[src/rtl/dec_to_bcd_pkg.sv]
// Shared constants and types for the 4-bit binary-to-BCD digit converter.
// Widths, the single-digit limit and the tens offset live here so core and top agree.
// Optional tens support is selected by the DEC_TO_BCD_TENS_EN macro.
package dec_to_bcd_pkg;

  localparam int BIN_W = 4;
  localparam int BCD_W = 4;

  localparam logic [BIN_W-1:0] BCD_MAX     = 4'd9;
  localparam logic [BIN_W-1:0] TENS_OFFSET = 4'd10;

  // Digit code driven for out-of-range inputs when tens support is compiled out.
  localparam logic [BCD_W-1:0] ERR_CODE = 4'b1111;

  typedef logic [3:0] bcd_digit_t;

endpackage

[src/rtl/dec_to_bcd_core.sv]
// Combinational binary-to-BCD digit split for values 0..15.
// Latency: zero, purely combinational.
// Backpressure: none; output follows dec_in continuously. Tens output exists only with DEC_TO_BCD_TENS_EN.
module dec_to_bcd_core
  import dec_to_bcd_pkg::*;
(
  input  logic [BIN_W-1:0] dec_in,
  output logic [BCD_W-1:0] digit,
`ifdef DEC_TO_BCD_TENS_EN
  output logic             tens,
`endif
  output logic             err
);

  logic in_rng;

  assign in_rng = (dec_in <= BCD_MAX);

`ifdef DEC_TO_BCD_TENS_EN
  // Values 10..15 fold into tens=1 plus a ones digit of 0..5; nothing is out of range.
  always_comb begin
    digit = dec_in;
    tens  = 1'b0;
    err   = 1'b0;
    if (!in_rng) begin
      // Only 10..15 reach here, so the 4-bit subtraction never wraps.
      digit = dec_in - TENS_OFFSET;
      tens  = 1'b1;
    end
  end
`else
  // Without a tens digit, values above 9 cannot be represented and are flagged.
  always_comb begin
    digit = dec_in;
    err   = 1'b0;
    if (!in_rng) begin
      digit = ERR_CODE;
      err   = 1'b1;
    end
  end
`endif

endmodule

[src/rtl/dec_to_bcd.sv]
// Registered 4-bit binary-to-BCD digit converter with out-of-range flag (tens digit with DEC_TO_BCD_TENS_EN).
// Latency: 1 cycle, one conversion per cycle; all outputs come straight from flops.
// Backpressure: none; every valid input yields exactly one out_valid pulse, results hold while idle.
module dec_to_bcd
  import dec_to_bcd_pkg::*;
(
  input  logic             clk,
  input  logic             rst,
  input  logic [BIN_W-1:0] dec_in,
  input  logic             in_valid,
  output logic [BCD_W-1:0] bcd_out,
`ifdef DEC_TO_BCD_TENS_EN
  output logic             bcd_tens,
`endif
  output logic             out_valid,
  output logic             err
);

  bcd_digit_t digit;
  logic       digit_err;
`ifdef DEC_TO_BCD_TENS_EN
  logic       digit_tens;
`endif

  dec_to_bcd_core u_core (
    .dec_in (dec_in),
    .digit  (digit),
`ifdef DEC_TO_BCD_TENS_EN
    .tens   (digit_tens),
`endif
    .err    (digit_err)
  );

  // Valid pipeline: one out_valid pulse per accepted sample; reset wins over in_valid.
  always_ff @(posedge clk) begin
    if (rst) begin
      out_valid <= 1'b0;
    end else begin
      out_valid <= in_valid;
    end
  end

  // Result registers capture only on valid samples and otherwise hold the last result.
  always_ff @(posedge clk) begin
    if (rst) begin
      bcd_out <= '0;
      err     <= 1'b0;
    end else if (in_valid) begin
      bcd_out <= digit;
      err     <= digit_err;
    end
  end

`ifdef DEC_TO_BCD_TENS_EN
  // Tens register follows the same capture/hold rule as the ones digit.
  always_ff @(posedge clk) begin
    if (rst) begin
      bcd_tens <= 1'b0;
    end else if (in_valid) begin
      bcd_tens <= digit_tens;
    end
  end
`endif

endmodule

[config.mk]
export PLATFORM = sky130hd
export DESIGN_NAME = dec_to_bcd
export DESIGN_NICKNAME = d
export VERILOG_FILES = /design/src/rtl/dec_to_bcd_pkg.sv /design/src/rtl/dec_to_bcd_core.sv /design/src/rtl/dec_to_bcd.sv
export SDC_FILE = /design/constraint.sdc
export NUM_CORES = 1
export LEC_CHECK = 0
export ABC_AREA = 1
export ABC_CLOCK_PERIOD_IN_PS = 800
export BUFFER_PORTS_ARGS = -buffer_cell sky130_fd_sc_hd__buf_2
export CAP_MARGIN = 20
export CELL_PAD_IN_SITES_DETAIL_PLACEMENT = 1
export CELL_PAD_IN_SITES_GLOBAL_PLACEMENT = 1
export CORE_AREA = 10 10 47 49
export DETAILED_ROUTE_END_ITERATION = 12
export DIE_AREA = 0 0 57 59
export MAX_ROUTING_LAYER = met4
export PLACE_DENSITY = 0.6
export SLEW_MARGIN = 5
export SYNTH_ARGS = -nofsm -noshare
export SYNTH_HDL_FRONTEND = slang
export SYNTH_SLANG_ARGS = --single-unit
[constraint.sdc]
create_clock -name clk -period 0.8 [get_ports clk]
set_input_delay 0.04 -clock clk [delete_from_list [all_inputs] [get_ports clk]]
set_output_delay 0.04 -clock clk [all_outputs]
set_load 0.03 [all_outputs]
==> flow_metrics.env, run 1 <==
export IMPL_cts_path_max_buffers=2
export IMPL_diodes=0
export IMPL_fmax_mhz=1320
export IMPL_ioPinCount=13
export IMPL_hold_class="in2reg"
export IMPL_status="finished, final reports clean"
export IMPL_ir_drop_v=0.00107
export IMPL_netlist_area_leader_share_pct=57.1
export IMPL_clockRootBuffer="clkbuf_4"
export IMPL_setup_violations=0
export IMPL_cp_slowest_cell="dfxtp_1"
export IMPL_crit_chain="buf_4"
export IMPL_num_vias=222
export IMPL_fin_tns_setup_ns=0
export IMPL_fillerInstances=182
export IMPL_startpoint_type="flop"
export IMPL_numCtsBuffers=3
export IMPL_place_area_um2=290
export IMPL_grt_use_total_pct=4.62
export IMPL_cts_tree="built"
export IMPL_drive_gt1_share_pct=46.3
export IMPL_syn2layout_area_growth_pct=67.9
export IMPL_cp_required_ns=0.76
export IMPL_grt_pass1_wl_mm=1.09
export IMPL_initial_core_util_pct=15.0
export IMPL_grt_pass1_vias=266
export IMPL_clk_pin_slew_ns=0.04
export IMPL_synth_area_per_cell_um2=8.41
export IMPL_synth_net_count=32
export IMPL_numPortBuffers=12
export IMPL_syn_area_um2=210
export IMPL_critPathMaxStageDelay_ns=0.32
export IMPL_coreArea_um2=1400
export IMPL_nets=50
export IMPL_cts_sinks=6
export IMPL_die_w_um=57
export IMPL_maxCapViolCount=0
export IMPL_worstSetupPathType="reg2out"
export IMPL_dp_hpwl_um=490
export IMPL_antenna_found_initial=0
export IMPL_final_cells=57
export IMPL_place_congestion=0.665
export IMPL_tightest_slew_ns=0.148
export IMPL_cp_top_family="flip-flops"
export IMPL_route_detailed_wl_per_inst_um=11.2
export IMPL_path_buf_inv=1
export IMPL_seq_area_frac_synth_pct=57.1
export IMPL_drt_total_wl_um=641
export IMPL_rsz0062_at_grt="false"
export IMPL_power_density_nw_per_um2=2130
export IMPL_synth_area_leader_cell="dfxtp_1"
export IMPL_synth_warnings=0
export IMPL_dr_pass1_iters=1
export IMPL_crit_fanout=2
export IMPL_fp_dieH_um=59
export IMPL_drc=0
export IMPL_worstSkewPairLatency_ns=0.24
export IMPL_ys_types=9
export IMPL_place_inst=53
export IMPL_min_to="bcd_out[0]"
export IMPL_synthCells=25
export IMPL_first_iter_violations=0
export IMPL_fin_crit_sh_pct=94.6
export IMPL_end_kind="primary output"
export IMPL_p_leak_nw=0.190
export IMPL_row_count=14
export IMPL_hold_viol_final=0
export IMPL_worstReg2RegEnd="bcd_out[1]"
export IMPL_final_setup_skew_ns=0
export IMPL_postRouteAntennaNets=0
export IMPL_viasPerCell=3.89
export IMPL_die_area_um2=3360
export IMPL_critPathArrivalTime_ns=0.72
export IMPL_reg2reg_depth=2
export IMPL_grt_ovfl_total=0
export IMPL_h_tree_depth=1
export IMPL_slew_violations=0
export IMPL_reg2reg_from="bcd_out[1]"
export IMPL_hold_depth=3
export IMPL_final_cell_area_um2=353
export IMPL_min_from="dec_in[0]"
export IMPL_grt_max_degree=9
export IMPL_r2r_setup_slack_ns=0.16
export IMPL_synth_area_leaders="dfxtp_1, inv_1, o21ai_0"
export IMPL_layout_min_cycle_time_ns=0.756
export IMPL_slew_headroom_pct=90.0
export IMPL_ys_ff_latch=6
-- sequential cells by signal, indices dropped and copies added, names as in the netlist --
| register | cells |
|---|---|
| out_valid | 1 |
| bcd_out | 4 |
| err | 1 |
-- cell usage in the layout (no fill, tap or decap) --
cell           netlist  final
inv_1                6      6
buf_2                0      6
o21ai_0              4      4
a21oi_1              3      3
dfxtp_1              6      3
dfxtp_2              0      3
clkbuf_4             0      3
buf_6                0      3
buf_4                0      3
nor2_1               2      2
nand3_1              1      1
nand2_1              1      1
nand2_2              1      1
o211a_1              1      1
dlygate4sd3_1        0      1
-- stage by stage --
step	hold WS [ns]	setup slack (ns)	total power, mW	util (%)
floorplan	0.111	0.0215	0.409	-
global placement	0.212	0.199	0.456	20.7
detailed placement	0.216	0.182	0.459	20.7
CTS	0.0341	0.00164	0.757	23.8
global route	0.0468	0.0000990	0.808	25.2
finish	0.0343	0.0435	0.753	25.2
-- layer usage --
metal	vias up	wire, um	share of wire, %	GRT usage, %
li1	112	-	-	-
met1	97	254	40	4.03
met2	9	308	48	6.05
met3	4	51	8.0	3.43
met4	0	27	4.2	5.03
met5	-	0	0	-
-- cell families (layout without fill, tap and decap cells) --
group / Yosys count / count (layout) / synth area share (%)
AOI/OAI and AO/OA: 8 / 8 / 21.4
DFF: 6 / 6 / 57.1
and+or+nand+nor: 5 / 5 / 10.7
buffers and inverters: 6 / 22 / 10.7
-- final cells by class --
cell class / count / area, um^2 / share of cell area [%]
Timing Repair Buffer: 13 / 96.3 / 27.3
Tap cell: 16 / 20.0 / 5.67
Sequential cell: 6 / 124 / 35.1
Inverter: 6 / 22.5 / 6.38
Multi-Input combinational cell: 13 / 67.6 / 19.1
Clock buffer: 3 / 22.5 / 6.38
-- repair_timing --
action / CTS / global route
cloned: 0 / 0
buffers inserted: 0 / 0
endpoints found under the hold margin: 1 / 0
setup endpoints to repair: 4 / 4
gates resized for setup: 4 / 10
hold buffers: 1 / 0
-- worst max path at each step --
stage,from,end,slack [ns],cells past startpoint
4_1_cts,err,err,0.002,1
5_1_grt,bcd_out[0],bcd_out[0],0.0001,1
3_3_place_gp,bcd_out[1],bcd_out[1],0.20,2
3_5_place_dp,in_valid,bcd_out[1],0.18,4
6_report,bcd_out[0],bcd_out[0],0.04,1
2_1_floorplan,bcd_out[1],bcd_out[1],0.02,2
-- where the power goes --
| group | leakage, nW | total [mW] | switching, mW | internal, mW |
|---|---|---|---|---|
| combinational | 0.125 | 0.143 | 0.0825 | 0.0602 |
| clock | 0.0138 | 0.276 | 0.107 | 0.169 |
| sequential | 0.0508 | 0.334 | 0.0104 | 0.324 |
| total | 0.190 | 0.753 | 0.199 | 0.554 |
-- cells in the mapped netlist --
cell / instances
dfxtp_1: 6
inv_1: 6
o21ai_0: 4
a21oi_1: 3
nor2_1: 2
nand2_1: 1
nand2_2: 1
nand3_1: 1
o211a_1: 1
No activity file was read; power rests on OpenSTA's default activity.
==> run 2, diff against run 1 <==
--- a/config.mk
+++ b/config.mk
@@ -16,6 +16,7 @@
 export DIE_AREA = 0 0 57 59
 export MAX_ROUTING_LAYER = met4
 export PLACE_DENSITY = 0.6
+export SETUP_SLACK_MARGIN = 0.4
 export SLEW_MARGIN = 5
 export SYNTH_ARGS = -nofsm -noshare
 export SYNTH_HDL_FRONTEND = slang
==> flow_metrics.env, run 2 (synthesized netlist as in run 1, its figures left out) <==
export IMPL_status="finished with violations"
export IMPL_violations="negative hold slack"
export IMPL_use_met2_pct=5.58
export IMPL_power_density_nw_per_um2=1930
export IMPL_p_leak_nw=0.199
export IMPL_startpoint_type="flop"
export IMPL_fmax_mhz=1340
export IMPL_cp_top_family="flip-flops"
export IMPL_met1_usage_pct=3.45
export IMPL_largest_register_ffs=4
export IMPL_die_area_um2=3360
export IMPL_dp_hpwl_um=499
export IMPL_grt_max_degree=9
export IMPL_slew_headroom_pct=86.5
export IMPL_drc=0
export IMPL_first_iter_violations=1
export IMPL_grt_pass1_vias=245
export IMPL_numCtsBuffers=3
export IMPL_use_met3_pct=4.29
export IMPL_grt_pass1_wl_um=959
export IMPL_maxCapViolCount=0
export IMPL_clk_pin_slew_ns=0.04
export IMPL_antenna_found_initial=0
export IMPL_viasPerCell=4.02
export IMPL_fp_dieH_um=59
export IMPL_die_w_um=57
export IMPL_nets=50
export IMPL_place_inst=53
export IMPL_cp_slowest_cell="dfxtp_4"
export IMPL_layout_min_cycle_time_ns=0.746
export IMPL_num_vias=229
export IMPL_critPathMaxStageDelay_ns=0.34
export IMPL_setup_violations=0
export IMPL_final_cells=57
export IMPL_fin_crit_sh_pct=93.2
export IMPL_route_detailed_wl_per_inst_um=11.1
export IMPL_crit_fanout=2
export IMPL_cts_tree="built"
export IMPL_hold_ws_ns=-0.0347
export IMPL_initial_core_util_pct=15.0
export IMPL_grt_busiest_layer="met2"
export IMPL_coreArea_um2=1400
export IMPL_fillerInstances=167
export IMPL_largest_register="bcd_out"
export IMPL_place_area_um2=313
export IMPL_critPathArrivalTime_ns=0.71
export IMPL_switching_share_pct=26.4
export IMPL_ioPinCount=13
export IMPL_end_kind="primary output"
export IMPL_p_sw_mw=0.200
export IMPL_rsz0062_at_grt="true"
export IMPL_top_regs="bcd_out x4, err x1, out_valid x1"
export IMPL_fin_tns_setup_ns=0
export IMPL_crit_chain="buf_6"
export IMPL_drive_gt1_share_pct=63.4
export IMPL_mostFrequentLayoutCells="inv_1, dfxtp_4, buf_2, buf_6, clkbuf_4"
export IMPL_final_setup_skew_ns=0
export IMPL_grt_use_total_pct=3.91
export IMPL_worstSkewPairLatency_ns=0.23
export IMPL_slew_violations=0
export IMPL_cp_required_ns=0.76
export IMPL_diodes=0
export IMPL_dr_pass1_iters=2
export IMPL_syn2layout_area_growth_pct=86.3
export IMPL_worstSetupPathType="reg2out"
export IMPL_drt_total_wl_um=635
export IMPL_hold_class="in2reg"
export IMPL_cts_path_max_buffers=2
export IMPL_postRouteAntennaNets=0
export IMPL_tightest_slew_ns=0.203
export IMPL_p_comb_share_pct=21.3
export IMPL_power_mw=0.757
export IMPL_final_cell_area_um2=392
export IMPL_row_count=14
export IMPL_clockRootBuffer="clkbuf_4"
export IMPL_place_congestion=0.691
export IMPL_cts_sinks=6
export IMPL_grt_ovfl_total=0
export IMPL_p_seq_share_pct=43.8
export IMPL_hold_viol_final=1
export IMPL_path_buf_inv=1
export IMPL_post_route_worst_setup_slack_ns=0.0543
export IMPL_dp_slack_ns=0.171
export IMPL_p_clk_share_pct=35.0
export IMPL_ir_drop_v=0.000853
export IMPL_numPortBuffers=12
export IMPL_p_int_mw=0.558
export IMPL_h_tree_depth=1
[run 2: changes by cell type in the layout (fill, tap and decap cells not counted)]
| cell | before | now |
|---|---|---|
| o21ai_2 | 0 | 2 |
| dfxtp_4 | 0 | 6 |
| buf_6 | 3 | 6 |
| a21oi_2 | 0 | 1 |
| o21ai_1 | 0 | 2 |
| o21ai_0 | 4 | 0 |
| dlygate4sd3_1 | 1 | 0 |
| dfxtp_2 | 3 | 0 |
| buf_4 | 3 | 1 |
| dfxtp_1 | 3 | 0 |
| a21oi_1 | 3 | 2 |
[run 2: through the flow]
step,hold slack [ns],utilization (%)
after floorplan,0.102,-
after global placement,0.204,22.3
after detailed placement,0.213,22.3
after CTS,-0.0413,26.6
after global routing,-0.0324,27.9
final,-0.0347,27.9
[run 2: power groups by stage]
stage / Sequential, mW / Clock (mW) / Combinational, mW
floorplan: 0.376 / 0 / 0.0319
finish: 0.331 / 0.265 / 0.161
detailed placement: 0.332 / 0 / 0.126
global route: 0.335 / 0.301 / 0.172
global placement: 0.331 / 0 / 0.123
CTS: 0.331 / 0.283 / 0.151
[run 2: repair_timing]
item | CTS | global route
setup buffers | 0 | 1
pin swaps | 0 | 2
setup endpoints to repair | 11 | 11
gates resized for setup | 12 | 3
hold endpoints to repair | 1 | 1
[run 2: path summary, 6_finish.rpt]
check | start | depth (start not counted) | end | slack, ns
worst max-delay path | err | 1 | err | 0.05
worst min-delay path | rst | 2 | out_valid | -0.03
worst max register to register | bcd_out[1] | 3 | bcd_out[1] | 0.07
worst min register to register | err | 2 | err | 0.49
[run 2: worst register-to-register path: stages, from the launching register on]
cell     delay [ns]
dfxtp_4        0.33
buf_4          0.13
o21ai_2        0.12
a21oi_2        0.04
[run 2: routing by layer]
layer / vias to the layer above / share of wire, %
li1: 112 / -
met1: 109 / 39
met2: 8 / 51
met3: 0 / 9.6
met4: 0 / 0
met5: - / 0
[run 2: cell type report]
class	instances	area, um^2	area share, %
flip-flops and latches	6	143	36.4
well taps	16	20.0	5.11
clock buffers	3	22.5	5.75
inverters	6	22.5	5.75
multi-input cells	13	78.8	20.1
repair buffers	13	105	26.8
